## src/rtl/conv1d_tern_thresh_pool.sv

```systemverilog
// Streaming 1-D ternary convolution: KSZ-tap window, registered accumulate,
// registered threshold, then OR max-pool of POOL conv outputs per output word.
module conv1d_tern_thresh_pool #(
  parameter int unsigned CH_IN  = 2,
  parameter int unsigned BW_IN  = 8,
  parameter int unsigned KSZ    = 3,
  parameter int unsigned NF     = 256,
  parameter int unsigned POOL   = 2,
  parameter int unsigned ACC_BW = 16,
  parameter logic [NF*KSZ*CH_IN-1:0] W_POS  = '0,
  parameter logic [NF*KSZ*CH_IN-1:0] W_NEG  = '0,
  parameter logic [NF*ACC_BW-1:0]    THRESH = '0
) (
  input  logic                   clk,
  input  logic                   rst,
  input  logic                   vld_in,
  input  logic                   sof_in,
  input  logic [CH_IN*BW_IN-1:0] data_in,
  output logic                   vld_out,
  output logic [NF-1:0]          data_out
);

  localparam int unsigned FW = $clog2(KSZ + 1);
  localparam int unsigned PW = $clog2(POOL + 1);
  localparam logic [FW-1:0] KSZ_F  = FW'(KSZ);
  localparam logic [PW-1:0] PLAST  = PW'(POOL - 1);

  logic [KSZ-1:0][CH_IN-1:0][BW_IN-1:0] win_d, win_q;
  logic [FW-1:0]                        fill_d, fill_q;
  logic                                 v0_d, v0_q, v1_d, v1_q, v2_d, v2_q;
  logic [NF-1:0][ACC_BW-1:0]            acc_d, acc_q;
  logic [NF-1:0]                        bits_d, bits_q;
  logic [NF-1:0]                        pool_d, pool_q;
  logic [PW-1:0]                        pcnt_d, pcnt_q;
  logic [NF-1:0]                        data_out_d, data_out_q;
  logic                                 vld_out_d, vld_out_q;
  logic                                 restart;

  assign restart = vld_in & sof_in;

  // Stage 0: sample window and fill tracking
  always_comb begin
    win_d  = win_q;
    fill_d = fill_q;
    v0_d   = 1'b0;
    if (vld_in) begin
      if (sof_in) begin
        win_d  = '0;
        fill_d = FW'(1);
      end else begin
        for (int unsigned k = 0; k + 1 < KSZ; k++) begin
          win_d[k] = win_q[k+1];
        end
        fill_d = (fill_q == KSZ_F) ? KSZ_F : fill_q + FW'(1);
      end
      win_d[KSZ-1] = data_in;
      v0_d         = (fill_d == KSZ_F);
    end
  end

  // Stage 1: ternary multiply-accumulate over the window
  always_comb begin
    acc_d = '0;
    for (int unsigned f = 0; f < NF; f++) begin
      for (int unsigned k = 0; k < KSZ; k++) begin
        for (int unsigned c = 0; c < CH_IN; c++) begin
          if (W_POS[f*KSZ*CH_IN + k*CH_IN + c] && !W_NEG[f*KSZ*CH_IN + k*CH_IN + c]) begin
            acc_d[f] = acc_d[f] + ACC_BW'($signed(win_q[k][c]));
          end else if (W_NEG[f*KSZ*CH_IN + k*CH_IN + c] && !W_POS[f*KSZ*CH_IN + k*CH_IN + c]) begin
            acc_d[f] = acc_d[f] - ACC_BW'($signed(win_q[k][c]));
          end
        end
      end
    end
    v1_d = v0_q & ~restart;
  end

  // Stage 2: signed threshold per filter
  always_comb begin
    bits_d = '0;
    for (int unsigned f = 0; f < NF; f++) begin
      bits_d[f] = ($signed(acc_q[f]) >= $signed(THRESH[f*ACC_BW +: ACC_BW]));
    end
    v2_d = v1_q & ~restart;
  end

  // Stage 3: OR-pool; a restart drops the partial group and anything in flight
  always_comb begin
    pool_d     = pool_q;
    pcnt_d     = pcnt_q;
    data_out_d = data_out_q;
    vld_out_d  = 1'b0;
    if (restart) begin
      pool_d = '0;
      pcnt_d = '0;
    end else if (v2_q) begin
      if (pcnt_q == PLAST) begin
        data_out_d = pool_q | bits_q;
        vld_out_d  = 1'b1;
        pool_d     = '0;
        pcnt_d     = '0;
      end else begin
        pool_d = pool_q | bits_q;
        pcnt_d = pcnt_q + PW'(1);
      end
    end
  end

  always_ff @(posedge clk) begin
    if (rst) begin
      win_q      <= '0;
      fill_q     <= '0;
      v0_q       <= 1'b0;
      v1_q       <= 1'b0;
      v2_q       <= 1'b0;
      acc_q      <= '0;
      bits_q     <= '0;
      pool_q     <= '0;
      pcnt_q     <= '0;
      data_out_q <= '0;
      vld_out_q  <= 1'b0;
    end else begin
      win_q      <= win_d;
      fill_q     <= fill_d;
      v0_q       <= v0_d;
      v1_q       <= v1_d;
      v2_q       <= v2_d;
      acc_q      <= acc_d;
      bits_q     <= bits_d;
      pool_q     <= pool_d;
      pcnt_q     <= pcnt_d;
      data_out_q <= data_out_d;
      vld_out_q  <= vld_out_d;
    end
  end

  assign vld_out  = vld_out_q;
  assign data_out = data_out_q;

endmodule

```

## config.mk

```make
export PLATFORM = sky130hd
export DESIGN_NAME = conv1d_tern_thresh_pool
export DESIGN_NICKNAME = d
export VERILOG_FILES = /design/src/rtl/conv1d_tern_thresh_pool.sv
export SDC_FILE = /design/constraint.sdc
export NUM_CORES = 1
export LEC_CHECK = 0
export CORE_MARGIN = 8
export CORE_UTILIZATION = 40
export DETAILED_ROUTE_END_ITERATION = 10
export PLACE_DENSITY = 0.64
export SETUP_SLACK_MARGIN = 0.4
export SYNTH_ARGS = -nofsm -noshare
export SYNTH_HDL_FRONTEND = slang
export SYNTH_SLANG_ARGS = --single-unit
```

## constraint.sdc

```tcl
create_clock -name clk -period 1.5 [get_ports clk]
set_input_delay 0.3 -clock clk [delete_from_list [all_inputs] [get_ports clk]]
set_output_delay 0.3 -clock clk [all_outputs]
set_load 0.02 [all_outputs]
```

# == After elaboration in Yosys (flattened, before gate mapping) ==
# Index checks and enable logic that the tools add are counted.
# W data, S select, Z words.
# word_totals
out_inout_bits,257
register_bits,776
inputBits,20
word_cells,32
# classes
n_eq_ne,3
n_reduce_logical,4
n_addsub,2
mux,7
bitwise,7
# ops
operator,n
$mux W256,2
$or A256 B256 Y256,1
$mux W2,4
$add A2 B1 Y2 const B,2
$eq A2 B2 Y1 const B,2
$reduce_or A2 Y1,2
$and A1 B1 Y1,3
$not A1 Y1,3
$reduce_and A3 Y1,1
$reduce_or A3 Y1,1
$eq A2 B1 Y1 const B,1
$mux W1,1

# == Depth between registers and ports, before layout ==
# Gate-level depths: netlist of the first run.
# logic_depth
word_depth,5
mapped_depth,6
depth_no_buf,3

# == Worst setup path before layout of the first run ==
# No wires, ideal clock.
# synth_timing
path_kind,input port to flip-flop
start,input sof_in
end,"register data_out_q[115], in the netlist data_out[115]"
path_slack_ps,136
path_stages,5
t_required_ps,1366
arrival_time_ps,1230
path_buffers,2
setup_ps,134
cell_sequence,and2_1 -> nor3_2 -> clkbuf_1 -> buf_2 -> a211oi_1
# synth_between
elab_chain_cells,3
# synth_rtl
element,line,rtl
"start, declared",17,"input logic sof_in,"
$and A1 B1 Y1,39,assign restart = vld_in & sof_in;
$not A1 Y1 (no source line),--,
$reduce_and A3 Y1 (no source line),--,
"end signal, assigned",132,data_out_q <= data_out_d;
"end, declared",35,"logic [NF-1:0] data_out_d, data_out_q;"
# No other way between the ends.
# A chain may end at the register's enable or synchronous reset.

==> impl_metrics.yaml, run 1 <==
power_and_ir_drop:
  leakage_nw: 9.78
  peakVddDrop_v: 0.000884
  fin_total_pwr_w: 0.0288
  powerDensity_nw_per_um2: 1140
worst_setup_path:
  cp_max_fo: 20
  worst_path_max_delay_cell: "dfxtp_2"
  critPathRequiredTime_ns: 2.03
  cpPeakStageDelay_ns: 0.34
  reg2reg_to: "pool_q[175]$_SDFFE_PP0P_"
  critical_path_class: "flip-flop to flip-flop"
  arrival_ns: 2.06
  r2r_slack_ns: -0.03
  r2r-start: "v2_q$_SDFF_PP0_"
  r2r_cells: 6
  cp_top_family: "buffers and inverters"
  worst_setup_path_end_kind: "flip-flop"
  critPathLaunchType: "flip-flop"
  path_cells: "and3b_4 -> buf_6 -> nor3_4 -> buf_12 -> buf_4 -> o21a_1"
  crit_buf_inv: 3
final_layout:
  fillers: 3691
  nets: 2078
  final_area_um2: 25300
  drive_gt1_frac: 0.395
  seqCellArea_um2: 10700
  final_util: 0.574
  areaGrowthSynthToFinish_pct: 42.4
  num_antenna_cells: 0
  multi_input_area_um2: 6840
status:
  run_status: "complete, but fails checks"
  violations: "negative setup slack"
sta:
  fin_crit_ns: 1.53
  skew_ns: 0.0240
  hold_violations: 0
  setup_viol: 101
  drv_slew: 0
  setup_ws_ns: -0.0322
  max_slew_margin: 0.547
  finalCritPeriodShare: 1.02
  worst_pin_slew_ns: 0.679
  max_freq_ghz: 0.653
  rsz0062_at_grt: "true"
grt:
  grt_max_degree: 120
  grt_usage: 0.173
  grt_pass1_vias: 13300
  grt_antenna_before_repair: 0
  gr-total-overflow: 0
  grt_pass1_wl_mm: 73.1
placed_design:
  gp_congestion: 0.762
  place_area_um2: 21300
  port_buffers: 260
  hpwl_mm: 28.1
yosys:
  async_flop_share: 0
  synth_warnings: 0
  ys_ff_latch: 521
  avgSynthCellArea_um2: 10.1
  synth_edf_count: 0
  syn_inst: 1766
  synth_seq_area_share: 0.588
  synth.distinct_cells: 20
  synthesis.area_um2: 17700
  synth_ff_type: "dfxtp_1"
  syn_nets: 1786
drt:
  wl_per_cell_um: 19.0
  ant_nets: 0
  vias_per_cell: 5.30
  num_vias: 14300
  drcViolationCount: 0
  first_pass_iters: 7
  finalWirelength_mm: 51.1
  drtIter0Drc: 952
floorplan:
  rows: 77
  start_util: 0.403
  fp.dieW_um: 227
  core_area_um2: 44000
  boundaryPins: 277
  die_area_um2: 51400
  die_y_um: 227
clock_tree:
  cts.sinks: 521
  root_buffer: "clkbuf_16"
  clk_latency_ns: 0.60
  clk_pin_slew_ns: 0.06
  cts_tree: "yes"
  htreeDepth: 2
  cts_buffer_depth: 3
  cts_buffers: 53
flow_run:
  drv_cap: 0
worst_hold_path:
  min_from: "rst"
  hold_depth: 4
  hold_end: "pool_q[5]$_SDFFE_PP0P_"
  hold_class: "input pin to flip-flop"
-- worst min-delay path, cell delays in order --
cell and delay (ns):
clkbuf_8 0.15, nor3_4 0.05, buf_12 0.16, o21a_1 0.12
-- routing by layer --
| layer | global-route usage | routed length [um] | vias to the layer above |
|---|---|---|---|
| met5 | 0 | 0 | - |
| met4 | 0.0494 | 1010 | 0 |
| met3 | 0.0400 | 2560 | 70 |
| met2 | 0.286 | 24900 | 318 |
| met1 | 0.224 | 22700 | 7010 |
| li1 | - | - | 6880 |
-- synth_stat cells (2+ instances only) --
| master | number | share of area |
|---|---|---|
| clkbuf_1 | 68 | 0.014 |
| nor2_1 | 257 | 0.054 |
| nor4bb_1 | 2 | 0.0011 |
| and3_1 | 3 | 0.0011 |
| o21a_1 | 256 | 0.11 |
| nor3_1 | 4 | 0.0011 |
| buf_6 | 20 | 0.013 |
| buf_2 | 79 | 0.022 |
| buf_4 | 27 | 0.011 |
| nand2_1 | 3 | 0.00063 |
| dfxtp_1 | 521 | 0.59 |
| buf_1 | 6 | 0.0013 |
| a21oi_1 | 257 | 0.072 |
| nor3_2 | 2 | 0.0011 |
| a211oi_1 | 256 | 0.11 |
-- area by class of cell --
| type | count | share of cell area |
|---|---|---|
| Multi-Input combinational cell | 1044 | 0.271 |
| Tap cell | 592 | 0.0293 |
| Sequential cell | 521 | 0.424 |
| Inverter | 1 | 0.000149 |
| Timing Repair Buffer | 437 | 0.202 |
| Clock inverter | 22 | 0.0129 |
| Clock buffer | 75 | 0.0618 |
-- report_power, final --
| part | total (W) | leakage, nW | internal, W | switching (W) |
|---|---|---|---|---|
| clock | 0.0139 | 0.930 | 0.00847 | 0.00545 |
| combinational | 0.000990 | 4.54 | 0.000300 | 0.000690 |
| sequential | 0.0138 | 4.30 | 0.0138 | 0.00000919 |
-- registers in the layout, indices dropped and copies added, names as in the netlist --
register / flops
vld_out: 1
pool_q: 256
bits_q: 1
fill_q: 2
v1_q: 1
data_out: 256
v0_q: 1
pcnt_q: 2
v2_q: 1
-- metrics by stage --
step / setup WS [ns] / hold slack, ns / setup TNS (ns) / instances
after floorplan: 0.202 / 0.376 / 0 / 1766
after global placement: -0.416 / 0.435 / -194.33 / 2508
after detailed placement: -0.476 / 0.443 / -204.44 / 2508
after CTS: -0.0494 / 0.214 / -6.23 / 2622
after global routing: -0.0877 / 0.236 / -17.67 / 2692
final: -0.0322 / 0.260 / -0.795 / 2692
-- cell families after synthesis --
group / synth area share
buffers and inverters: 0.0622
XOR/XNOR: 0.000494
AND/OR/NAND/NOR: 0.0606
AO/OA/AOI/OAI: 0.289
flip-flops: 0.588
-- timing repair --
action                                   CTS  global route
pin swaps                                  2            65
buffers inserted                          14            46
endpoints found under the setup margin   770           770
gates cloned                               2            24
resized for setup                       1218           603
hold endpoints to repair                   2             0
hold buffers                               1             0
-- how the worst max path moves through the flow --
| stage | from | to | slack (ns) | depth (start not counted) |
|---|---|---|---|---|
| floorplan | sof_in | data_out[145]$_SDFFE_PP0P_ | 0.20 | 5 |
| global placement | vld_in | pool_q[55]$_SDFFE_PP0P_ | -0.42 | 6 |
| detailed placement | vld_in | data_out[83]$_SDFFE_PP0P_ | -0.48 | 6 |
| CTS | pcnt_q[1]$_SDFFE_PP0P_ | data_out[199]$_SDFFE_PP0P_ | -0.05 | 4 |
| global route | pcnt_q[1]$_SDFFE_PP0P_ | data_out[51]$_SDFFE_PP0P_ | -0.09 | 5 |
| finish | v2_q$_SDFF_PP0_ | pool_q[175]$_SDFFE_PP0P_ | -0.03 | 6 |
-- layout by cell type (no fill, tap or decap), types with 9 or more instances in the layout --
cell / synthesis / routed
buf_12: 0 / 45
o21a_1: 256 / 256
a21oi_1: 257 / 227
clkbuf_16: 0 / 71
a211oi_2: 0 / 65
buf_4: 27 / 101
buf_6: 20 / 220
dfxtp_2: 0 / 200
buf_2: 79 / 36
dfxtp_1: 521 / 315
nor2_1: 257 / 257
clkbuf_8: 0 / 14
a21oi_2: 0 / 9
a21oi_4: 0 / 21
a211oi_1: 256 / 191
No activity file was read; power rests on OpenSTA's default activity.
==> run 2, diff against run 1 <==
--- a/config.mk
+++ b/config.mk
@@ -7,6 +7,7 @@
 export LEC_CHECK = 0
 export CORE_MARGIN = 8
 export CORE_UTILIZATION = 40
+export CTS_CLUSTER_SIZE = 28
 export DETAILED_ROUTE_END_ITERATION = 10
 export PLACE_DENSITY = 0.64
 export SETUP_SLACK_MARGIN = 0.4
==> results of run 2 <==
Final layout, timing and power as in run 1 (identical DEF).
